`src/rtl/health_state_ctrl.sv`:
```
// Health-state sequencer: classifies sensor samples into zones, applies persistence, hysteresis,
// the EMERGENCY latch and the sample timeout. Define HEALTH_BLINK_EN to enable the alarm blink counter.
module health_state_ctrl #(
  parameter int DATA_W    = 8,
  parameter int TH_BORDER = 100,
  parameter int TH_ATTN   = 120,
  parameter int TH_EMERG  = 140,
  parameter int HYST      = 4,
  parameter int PERSIST   = 3,
  parameter int TIMEOUT   = 1000,
  parameter int BLINK_DIV = 25000000
) (
  input  logic              clk,
  input  logic              rst_n,
  input  logic              sample_valid,
  input  logic [DATA_W-1:0] sample,
  input  logic              ack,
  output logic [3:0]        state,
  output logic              alarm,
  output logic              changed,
  output logic              blink
);

  localparam logic [3:0] ST_EMERG = 4'd3;
  localparam logic [3:0] ST_FAULT = 4'hF;

  localparam int CNT_W = (PERSIST < 2) ? 1 : $clog2(PERSIST + 1);
  localparam int TMO_W = $clog2(TIMEOUT + 1);

  localparam logic [CNT_W-1:0]  PERSIST_C  = CNT_W'(PERSIST);
  localparam logic [CNT_W-1:0]  CNT_ONE    = CNT_W'(1);
  localparam logic [TMO_W-1:0]  TIMEOUT_C  = TMO_W'(TIMEOUT);
  localparam logic [TMO_W-1:0]  TIMEOUT_M1 = TMO_W'(TIMEOUT - 1);
  localparam logic [DATA_W-1:0] TH_B_C     = DATA_W'(TH_BORDER);
  localparam logic [DATA_W-1:0] TH_A_C     = DATA_W'(TH_ATTN);
  localparam logic [DATA_W-1:0] TH_E_C     = DATA_W'(TH_EMERG);
  localparam logic [DATA_W:0]   HYST_C     = (DATA_W + 1)'(HYST);

  if (PERSIST < 1) begin : g_bad_persist
    $error("PERSIST must be at least 1");
  end
  if (BLINK_DIV < 1) begin : g_bad_blink_div
    $error("BLINK_DIV must be at least 1");
  end

  function automatic logic [1:0] zone_of(input logic [DATA_W-1:0] s);
    if (s >= TH_E_C)      return 2'd3;
    else if (s >= TH_A_C) return 2'd2;
    else if (s >= TH_B_C) return 2'd1;
    else                  return 2'd0;
  endfunction

  function automatic logic [DATA_W-1:0] sat_add_hyst(input logic [DATA_W-1:0] s);
    logic [DATA_W:0] sum;
    sum = {1'b0, s} + HYST_C;
    return sum[DATA_W] ? {DATA_W{1'b1}} : sum[DATA_W-1:0];
  endfunction

  logic [3:0]       state_q, state_d;
  logic             alarm_q, alarm_d;
  logic             changed_q, changed_d;
  logic [1:0]       cand_q, cand_d;
  logic [CNT_W-1:0] cnt_q, cnt_d;
  logic [TMO_W-1:0] tmo_q, tmo_d;
  logic [1:0]       last_e_q, last_e_d;

  logic [1:0]       z, z_hyst, cur, e, cand_n;
  logic [CNT_W-1:0] cnt_n;

  always_comb begin
    z      = zone_of(sample);
    z_hyst = zone_of(sat_add_hyst(sample));
    cur    = state_q[1:0];
    // Falling zones must clear the threshold by HYST, and never rise above the current state.
    if (z >= cur)          e = z;
    else if (z_hyst > cur) e = cur;
    else                   e = z_hyst;

    state_d  = state_q;
    cand_d   = cand_q;
    cnt_d    = cnt_q;
    last_e_d = last_e_q;
    cand_n   = cand_q;
    cnt_n    = cnt_q;

    if (sample_valid)            tmo_d = '0;
    else if (tmo_q != TIMEOUT_C) tmo_d = tmo_q + 1'b1;
    else                         tmo_d = tmo_q;

    if (state_q == ST_FAULT) begin
      if (sample_valid) begin
        state_d  = {2'b00, z};
        cand_d   = z;
        cnt_d    = '0;
        last_e_d = z;
      end
    end else begin
      if (sample_valid) begin
        last_e_d = e;
        if (e == cand_q) begin
          cand_n = cand_q;
          cnt_n  = (cnt_q >= PERSIST_C) ? PERSIST_C : cnt_q + 1'b1;
        end else begin
          cand_n = e;
          cnt_n  = CNT_ONE;
        end
        cand_d = cand_n;
        cnt_d  = cnt_n;
        if ((cnt_n == PERSIST_C) && (cand_n != cur) && (state_q != ST_EMERG)) begin
          state_d = {2'b00, cand_n};
          cnt_d   = '0;
        end
      end
      // last_e_d already reflects a sample arriving in the same cycle as ack.
      if (ack && (state_q == ST_EMERG) && (last_e_d != 2'd3)) begin
        state_d = {2'b00, last_e_d};
        cnt_d   = '0;
      end
      if (!sample_valid && (tmo_q == TIMEOUT_M1)) begin
        state_d = ST_FAULT;
      end
    end

    changed_d = (state_d != state_q);
    alarm_d   = (state_d == ST_EMERG) || (state_d == ST_FAULT);
  end

  always_ff @(posedge clk or negedge rst_n) begin
    if (!rst_n) begin
      state_q   <= '0;
      alarm_q   <= 1'b0;
      changed_q <= 1'b0;
      cand_q    <= '0;
      cnt_q     <= '0;
      tmo_q     <= '0;
      last_e_q  <= '0;
    end else begin
      state_q   <= state_d;
      alarm_q   <= alarm_d;
      changed_q <= changed_d;
      cand_q    <= cand_d;
      cnt_q     <= cnt_d;
      tmo_q     <= tmo_d;
      last_e_q  <= last_e_d;
    end
  end

  assign state   = state_q;
  assign alarm   = alarm_q;
  assign changed = changed_q;

`ifdef HEALTH_BLINK_EN
  localparam int BLK_W = $clog2(BLINK_DIV + 1);
  localparam logic [BLK_W-1:0] BLINK_LAST = BLK_W'(BLINK_DIV - 1);

  logic [BLK_W-1:0] blk_cnt_q, blk_cnt_d;
  logic             blink_q, blink_d;

  always_comb begin
    blk_cnt_d = blk_cnt_q;
    blink_d   = blink_q;
    if (!alarm_q) begin
      blk_cnt_d = '0;
      blink_d   = 1'b0;
    end else if (blk_cnt_q == BLINK_LAST) begin
      blk_cnt_d = '0;
      blink_d   = ~blink_q;
    end else begin
      blk_cnt_d = blk_cnt_q + 1'b1;
    end
  end

  always_ff @(posedge clk or negedge rst_n) begin
    if (!rst_n) begin
      blk_cnt_q <= '0;
      blink_q   <= 1'b0;
    end else begin
      blk_cnt_q <= blk_cnt_d;
      blink_q   <= blink_d;
    end
  end

  assign blink = blink_q;
`else
  assign blink = 1'b0;
`endif

endmodule
```
`config.mk`:
```
export PLATFORM = sky130hd
export DESIGN_NAME = health_state_ctrl
export DESIGN_NICKNAME = d
export VERILOG_FILES = /design/src/rtl/health_state_ctrl.sv
export SDC_FILE = /design/constraint.sdc
export NUM_CORES = 1
export LEC_CHECK = 0
export CORE_MARGIN = 4
export CORE_UTILIZATION = 50
export CTS_CLUSTER_SIZE = 28
export DETAILED_ROUTE_END_ITERATION = 8
export PLACE_DENSITY_LB_ADDON = 0.1
export REMOVE_ABC_BUFFERS = 1
export SYNTH_ARGS = -nofsm -noshare
export SYNTH_HDL_FRONTEND = slang
export SYNTH_SLANG_ARGS = --single-unit
```
`constraint.sdc`:
```
create_clock -name clk -period 3.7 [get_ports clk]
set_input_delay 0.37 -clock clk [delete_from_list [all_inputs] [get_ports clk]]
set_output_delay 0.37 -clock clk [all_outputs]
set_load 0.005 [all_outputs]
```
# After elaboration in Yosys (flattened, before gate mapping)
# Index checks and enable logic that the tools add are counted.
# totals
in_bits	12
ff_bits	22
output_inout_bits	7
word_cells	77
# classes
n_lt_le_gt_ge	9
n_reduce_logical	10
eq_ne	13
n_mux	35
addsub	3
# ops
op	n
2-bit 2-to-1 mux	24
8-bit by 7-bit >= comparator with 1-bit output, second input constant	4
4-bit 2-to-1 mux	6
10-bit 2-to-1 mux	2
8-bit >= comparator, second input constant	2
10-bit by 1-bit adder with 10-bit output, second input constant	1
10-bit equality test, second input constant	1
10-bit inequality test, second input constant	1
8-bit by 3-bit adder with 9-bit output, second input constant	1
4-bit by 2-bit equality test with 1-bit output, second input constant	2
4-bit equality test, second input constant	2
8-bit 2-to-1 mux	1
1-bit logical AND	5
2-bit inequality test, second input constant	2
4-bit by 2-bit inequality test with 1-bit output, second input constant	1
4-bit inequality test	1
2-bit nonzero test	2
2-bit by 1-bit adder with 2-bit output, second input constant	1
2-bit equality test	1
2-bit equality test, second input constant	1
2-bit >= comparator	1
2-bit >= comparator, second input constant	1
2-bit > comparator	1
1-bit 2-to-1 mux	2
4 further kinds	4

# Logic depth before layout (Yosys ltp)
# Gate-level depths: netlist of run 1.
# logic_depth
ltp_word	23
ltp_mapped	17
depth_no_buf	16

# Least setup slack after synthesis of run 1
# No wires, ideal clock.
# synth_path
path_type	in2reg
start	input sample[3]
end	register cnt_q[0]
setup_slack_ns	0.156
arrival_time_ns	3.423
setup_ns	0.122
path_buffers	0
stages	15
required_ns	3.578
path_cell_list	inv_1 -> ha_1 -> nor3b_2 -> or3b_1 -> a41o_2 -> inv_1 -> ha_1 -> nand2b_1 -> a211oi_1 -> a31oi_2 -> xnor2_1 -> o2111ai_1 -> mux2i_4 -> o32ai_2 -> a32o_1
# synth_via
elab_chain_cells	20
word_cells_on_any_way	39
classes_between	add/sub: 1; order compare: 8; eq/ne: 4; mux: 21; reduce/logical: 5
# synth_lines
element	line	source
start, declared	16	input logic [DATA_W-1:0] sample,
8-bit by 3-bit adder with 9-bit output	55	sum = {1'b0, s} + HYST_C;
8-bit 2-to-1 mux	56	return sum[DATA_W] ? {DATA_W{1'b1}} : sum[DATA_W-1:0];
8-bit by 7-bit >= comparator with 1-bit output	49	else if (s >= TH_B_C) return 2'd1;
1-bit 2-to-1 mux	49	
2-bit 2-to-1 mux	48	else if (s >= TH_A_C) return 2'd2;
2-bit 2-to-1 mux	47	if (s >= TH_E_C) return 2'd3;
2-bit > comparator	76	else if (z_hyst > cur) e = cur;
2-bit 2-to-1 mux	76	
[... 3 more ...]	-	
2-bit 2-to-1 mux	98	if (sample_valid) begin
2-bit 2-to-1 mux	90	if (state_q == ST_FAULT) begin
2-bit equality test / 2-bit inequality test (equally long branches)	109	if ((cnt_n == PERSIST_C) && (cand_n != cur) && (state_q != ST_EMERG)) begin
1-bit logical AND (2 in a row)	109	
2-bit 2-to-1 mux	109	
2-bit 2-to-1 mux	98	
2-bit 2-to-1 mux	115	if (ack && (state_q == ST_EMERG) && (last_e_d != 2'd3)) begin
2-bit 2-to-1 mux	90	
end signal, assigned	142	cnt_q <= cnt_d;
end, declared	63	logic [CNT_W-1:0] cnt_q, cnt_d;
# Mark *: on every way between the ends. The rest lies on a longest branch, timed or not. The select of a mux whose other input is x is not followed.
# A chain may end at the register's enable or synchronous reset.

# Final worst setup path of run 1
# layout_path
start	input sample[2]
end	register cnt_q[0]
# The elaborated chain is that of the path after synthesis.

==> run_results.csv, run 1 <==
group,metric,value,unit
status,status,"completed",
pwr,power.ir.vdd_worst,0.327,mV
clocking,postCtsHoldBufs,0,
synth,synth.yosys.seq_area_share,27.8,%
synth,synth.area.mux_share,3.42,%
global_route,global_route.overflow_total,0,
clocking,cts_num_sinks,22,
sta,setup_slack,0.177,ns
drt,route.vias.total,1913,
die,chipWidth,70.9,um
layout,share_of_cells_above_drive_strength_1,28.9,%
sta,timing.hold.ws,0.527,ns
synth,flops_latches_synth,22,
sta,setup_viol_count_final,0,
layout,layout_area_growth_over_synthesis,34.4,%
die,dieHeight,70.9,um
sta,setup_total_negative_slack,0,ns
synth,ys_async_sr_fraction,100,%
layout,num-nets-final,302,
critical_path,cell_chain_of_the_critical_path,"clkdlybuf4s15_1 -> ha_1 -> nor3b_2 -> or3b_1 -> a41o_2 -> inv_1 -> ha_1 -> nand2b_4 -> a21o_1 -> a31oi_4 -> buf_4 -> xnor2_4 -> o2111ai_2 -> mux2i_4 -> o32ai_2 -> a32o_1",
global_route,grt.met2_usage,34.6,%
critical_path,worstSetupEndpointType,"register",
synth,synth_xor_area_share,5.76,%
die,boundaryPins,19,
drt,drt_antenna_net_count,0,
critical_path,critical-path-slowest-cell,"or3b_1",
clocking,clock_insertion_delay_worst_skew,0.27,ns
clocking,cts-root-to-sink-buffers,2,
placement,hpwl,3.70,mm
critical_path,crit_path_frequent_cell,"ha_1",
synth,combinational_family_with_the_most_area_after_synthesis,"compound AO/OA/AOI/OAI gates",
drt,first_iter_violations,180,
sta,transition_time_at_the_pin_with_the_least_slew_margin,1.01,ns
sta,finalClockSkew,0.00142,ns
sta,finalHoldViolations,0,
flow_run,max-cap-violations,0,
sta,number_of_max_slew_violations_in_the_final_report,0,
die,num_rows,22,
sta,rsz_0062_raised_after_global_routing,"false",
critical_path,cpPeakStageDelay,0.34,ns
synth,synth.avg_cell_area,8.79,um2
drt,routed_via_density,5.89,
drt,drt_drc_violations_left,0,
pwr,power.density,540,nW/um2
clocking,cts_tree,"done",
sta,period_share,95.2,%
die,die_area,5030,um2
synth,yosys.area_share.simple,24.8,%
critical_path,worst-endpoint-required,3.87,ns
pwr,p_leak,1.15,nW
synth,syn_area,1980,um2
critical_path,kind_of_start_point_of_the_critical_path,"primary input",
critical_path,crit_arrival,3.69,ns
sta,max-slew-margin-rel,32.3,%
synth,syn_inst,225,
layout,antenna_cells,0,
layout,layout_common_cells,"buf_4 (36), nand2_1 (23), dfrtp_1 (22)",
placement,gp_congestion,0.902,
synth,synth-compound-area-share,25.2,%
sta,fmaxAchievable,0.284,GHz
global_route,grt_busiest_layer,"met2",
global_route,antenna_violations_before_repair,0,
drt,firstDrtPassIters,4,
clocking,numCtsBuffers,3,
placement,dp_slack,-0.582,ns
global_route,grt_pass1_wl,8.49,mm
layout,postLayoutCoreUtil,71.0,%
die,starting_density_of_the_core,52.8,%
drt,detailed_route_wire_length,5.14,mm
layout,leading_cell_type_in_the_layout_fill_and_taps_excluded,"buf_4",
global_route,grt_start_max_net_pins,32,
synth,ys.warnings.count,0,
drt,route.detailed.wl_per_inst,15.8,um
synth,postSynth.topFlopCell,"dfrtp_1",
synth,post_synth_num_cell_types,65,
global_route,via_count_of_the_first_global_routing_pass,1876,
global_route,globalRouteTotalUtil,20.7,%
clocking,clk_pin_slew_worst_paths,0.08,ns
synth,synth_fa_ha_area_share,7.59,%
synth,synth_enable_flop_cells,0,
global_route,grt.met1_usage,28.2,%
critical_path,critPathKind,"in2reg",
global_route,globalRouteMet3Util,1.99,%
pwr,p_total,1.44,mW
min_path,min_delay_path_class,"reg2reg",
clocking,cts_htree_levels,1,
placement,io_buffer_count,17,
critical_path,critical_path.max_fanout,6,
die,coreArea,3740,um2
clocking,cts_root_buffer,"clkbuf_8",
sta,min_period,3.52,ns
-- routing by layer --
layer / wire length, um / up-vias
met3: 294 / 9
met2: 2480 / 72
met4: 116 / 0
met1: 2250 / 897
met5: 0 / -
li1: - / 935
-- metrics by stage --
| stage | instances | instance area [um2] |
|---|---|---|
| 2_1_floorplan | 217 | 1920 |
| 3_3_place_gp | 317 | 2410 |
| 3_5_place_dp | 317 | 2410 |
| 4_1_cts | 321 | 2540 |
| 5_1_grt | 325 | 2660 |
| 6_report | 325 | 2660 |
-- synthesized netlist by cell type, drive strengths merged, types with 4 or more instances --
| library cell | n | share of area [%] |
|---|---|---|
| inv | 11 | 2.1 |
| a21oi | 9 | 2.5 |
| nor2 | 14 | 2.7 |
| a31oi | 8 | 2.8 |
| xor2 | 7 | 3.1 |
| xnor2 | 6 | 2.7 |
| ha | 12 | 7.6 |
| a211oi | 5 | 2.2 |
| o2111ai | 4 | 1.8 |
| nand3 | 14 | 3.8 |
| and2 | 4 | 1.3 |
| nand2 | 23 | 4.4 |
| dfrtp | 22 | 28 |
| buf | 5 | 2.5 |
| o21ai | 16 | 4.0 |
| nor3b | 5 | 2.7 |
| and3 | 5 | 1.8 |
| mux2i | 4 | 2.7 |
-- power breakdown --
part	internal [mW]	switching, mW
clock network	0.145	0.0875
registers	0.289	0.0577
logic	0.421	0.435
total	0.855	0.580
-- worst max-delay path: cells and delay by family --
kind                       cells  cell delay (ns)
AOI/OAI and AO/OA              6             1.29
xor gates and xnor gates       1             0.15
adders and majority gates      2             0.46
buffers and inverters          3             0.49
muxes                          1             0.26
and+or+nand+nor                3             0.65
-- final cells by class --
| cell class | count | area [um2] |
|---|---|---|
| Clock buffer | 3 | 41.3 |
| Inverter | 11 | 41.3 |
| Timing Repair Buffer | 56 | 474 |
| Sequential cell | 22 | 551 |
| Clock inverter | 1 | 30.0 |
| Multi-Input combinational cell | 184 | 1460 |
| Tap cell | 48 | 60.1 |
| Fill cell | 310 | 1080 |
-- logic make-up after synthesis --
family,Yosys count
buffers and inverters,19
DFF,22
xor gates and xnor gates,13
and+or+nand+nor,87
AOI/OAI and AO/OA,66
other,1
adders and majority gates,12
muxes,5
-- path summary, 6_finish.rpt --
kind,startpoint,slack (ns),endpoint,cells past startpoint
max,sample[2],0.18,cnt_q[0]$_DFFE_PN0P_,16
max in group asynchronous,rst_n,2.44,cnt_q[1]$_DFFE_PN0P_,1
min in group asynchronous,rst_n,0.65,tmo_q[5]$_DFFE_PN0P_,1
min,cnt_q[0]$_DFFE_PN0P_,0.53,cnt_q[0]$_DFFE_PN0P_,1
min reg2reg,cnt_q[0]$_DFFE_PN0P_,0.53,cnt_q[0]$_DFFE_PN0P_,1
max reg2reg,state[0]$_DFF_PN0_,1.08,changed$_DFF_PN0_,9
-- state kept, by name, indices dropped and copies added, names as in the netlist --
| name | count |
|---|---|
| last_e_q | 2 |
| state | 4 |
| tmo_q | 10 |
| cnt_q | 2 |
| changed | 1 |
| alarm | 1 |
| cand_q | 2 |
-- repair_timing --
| item | CTS | global route |
|---|---|---|
| setup buffers | 0 | 4 |
| pin swaps | 5 | 8 |
| endpoints found under the setup margin | 8 | 8 |
| gates resized for setup | 13 | 19 |
Power figures use the tool's default switching activity.
==> run 2, diff against run 1 <==
--- a/config.mk
+++ b/config.mk
@@ -5,6 +5,7 @@
 export SDC_FILE = /design/constraint.sdc
 export NUM_CORES = 1
 export LEC_CHECK = 0
+export CAP_MARGIN = 15
 export CORE_MARGIN = 4
 export CORE_UTILIZATION = 50
 export CTS_CLUSTER_SIZE = 28
@@ -14,3 +15,4 @@
 export SYNTH_ARGS = -nofsm -noshare
 export SYNTH_HDL_FRONTEND = slang
 export SYNTH_SLANG_ARGS = --single-unit
+export TNS_END_PERCENT = 1
==> results of run 2 <==
The final DEF is identical to that of run 1; final timing and power are the same.
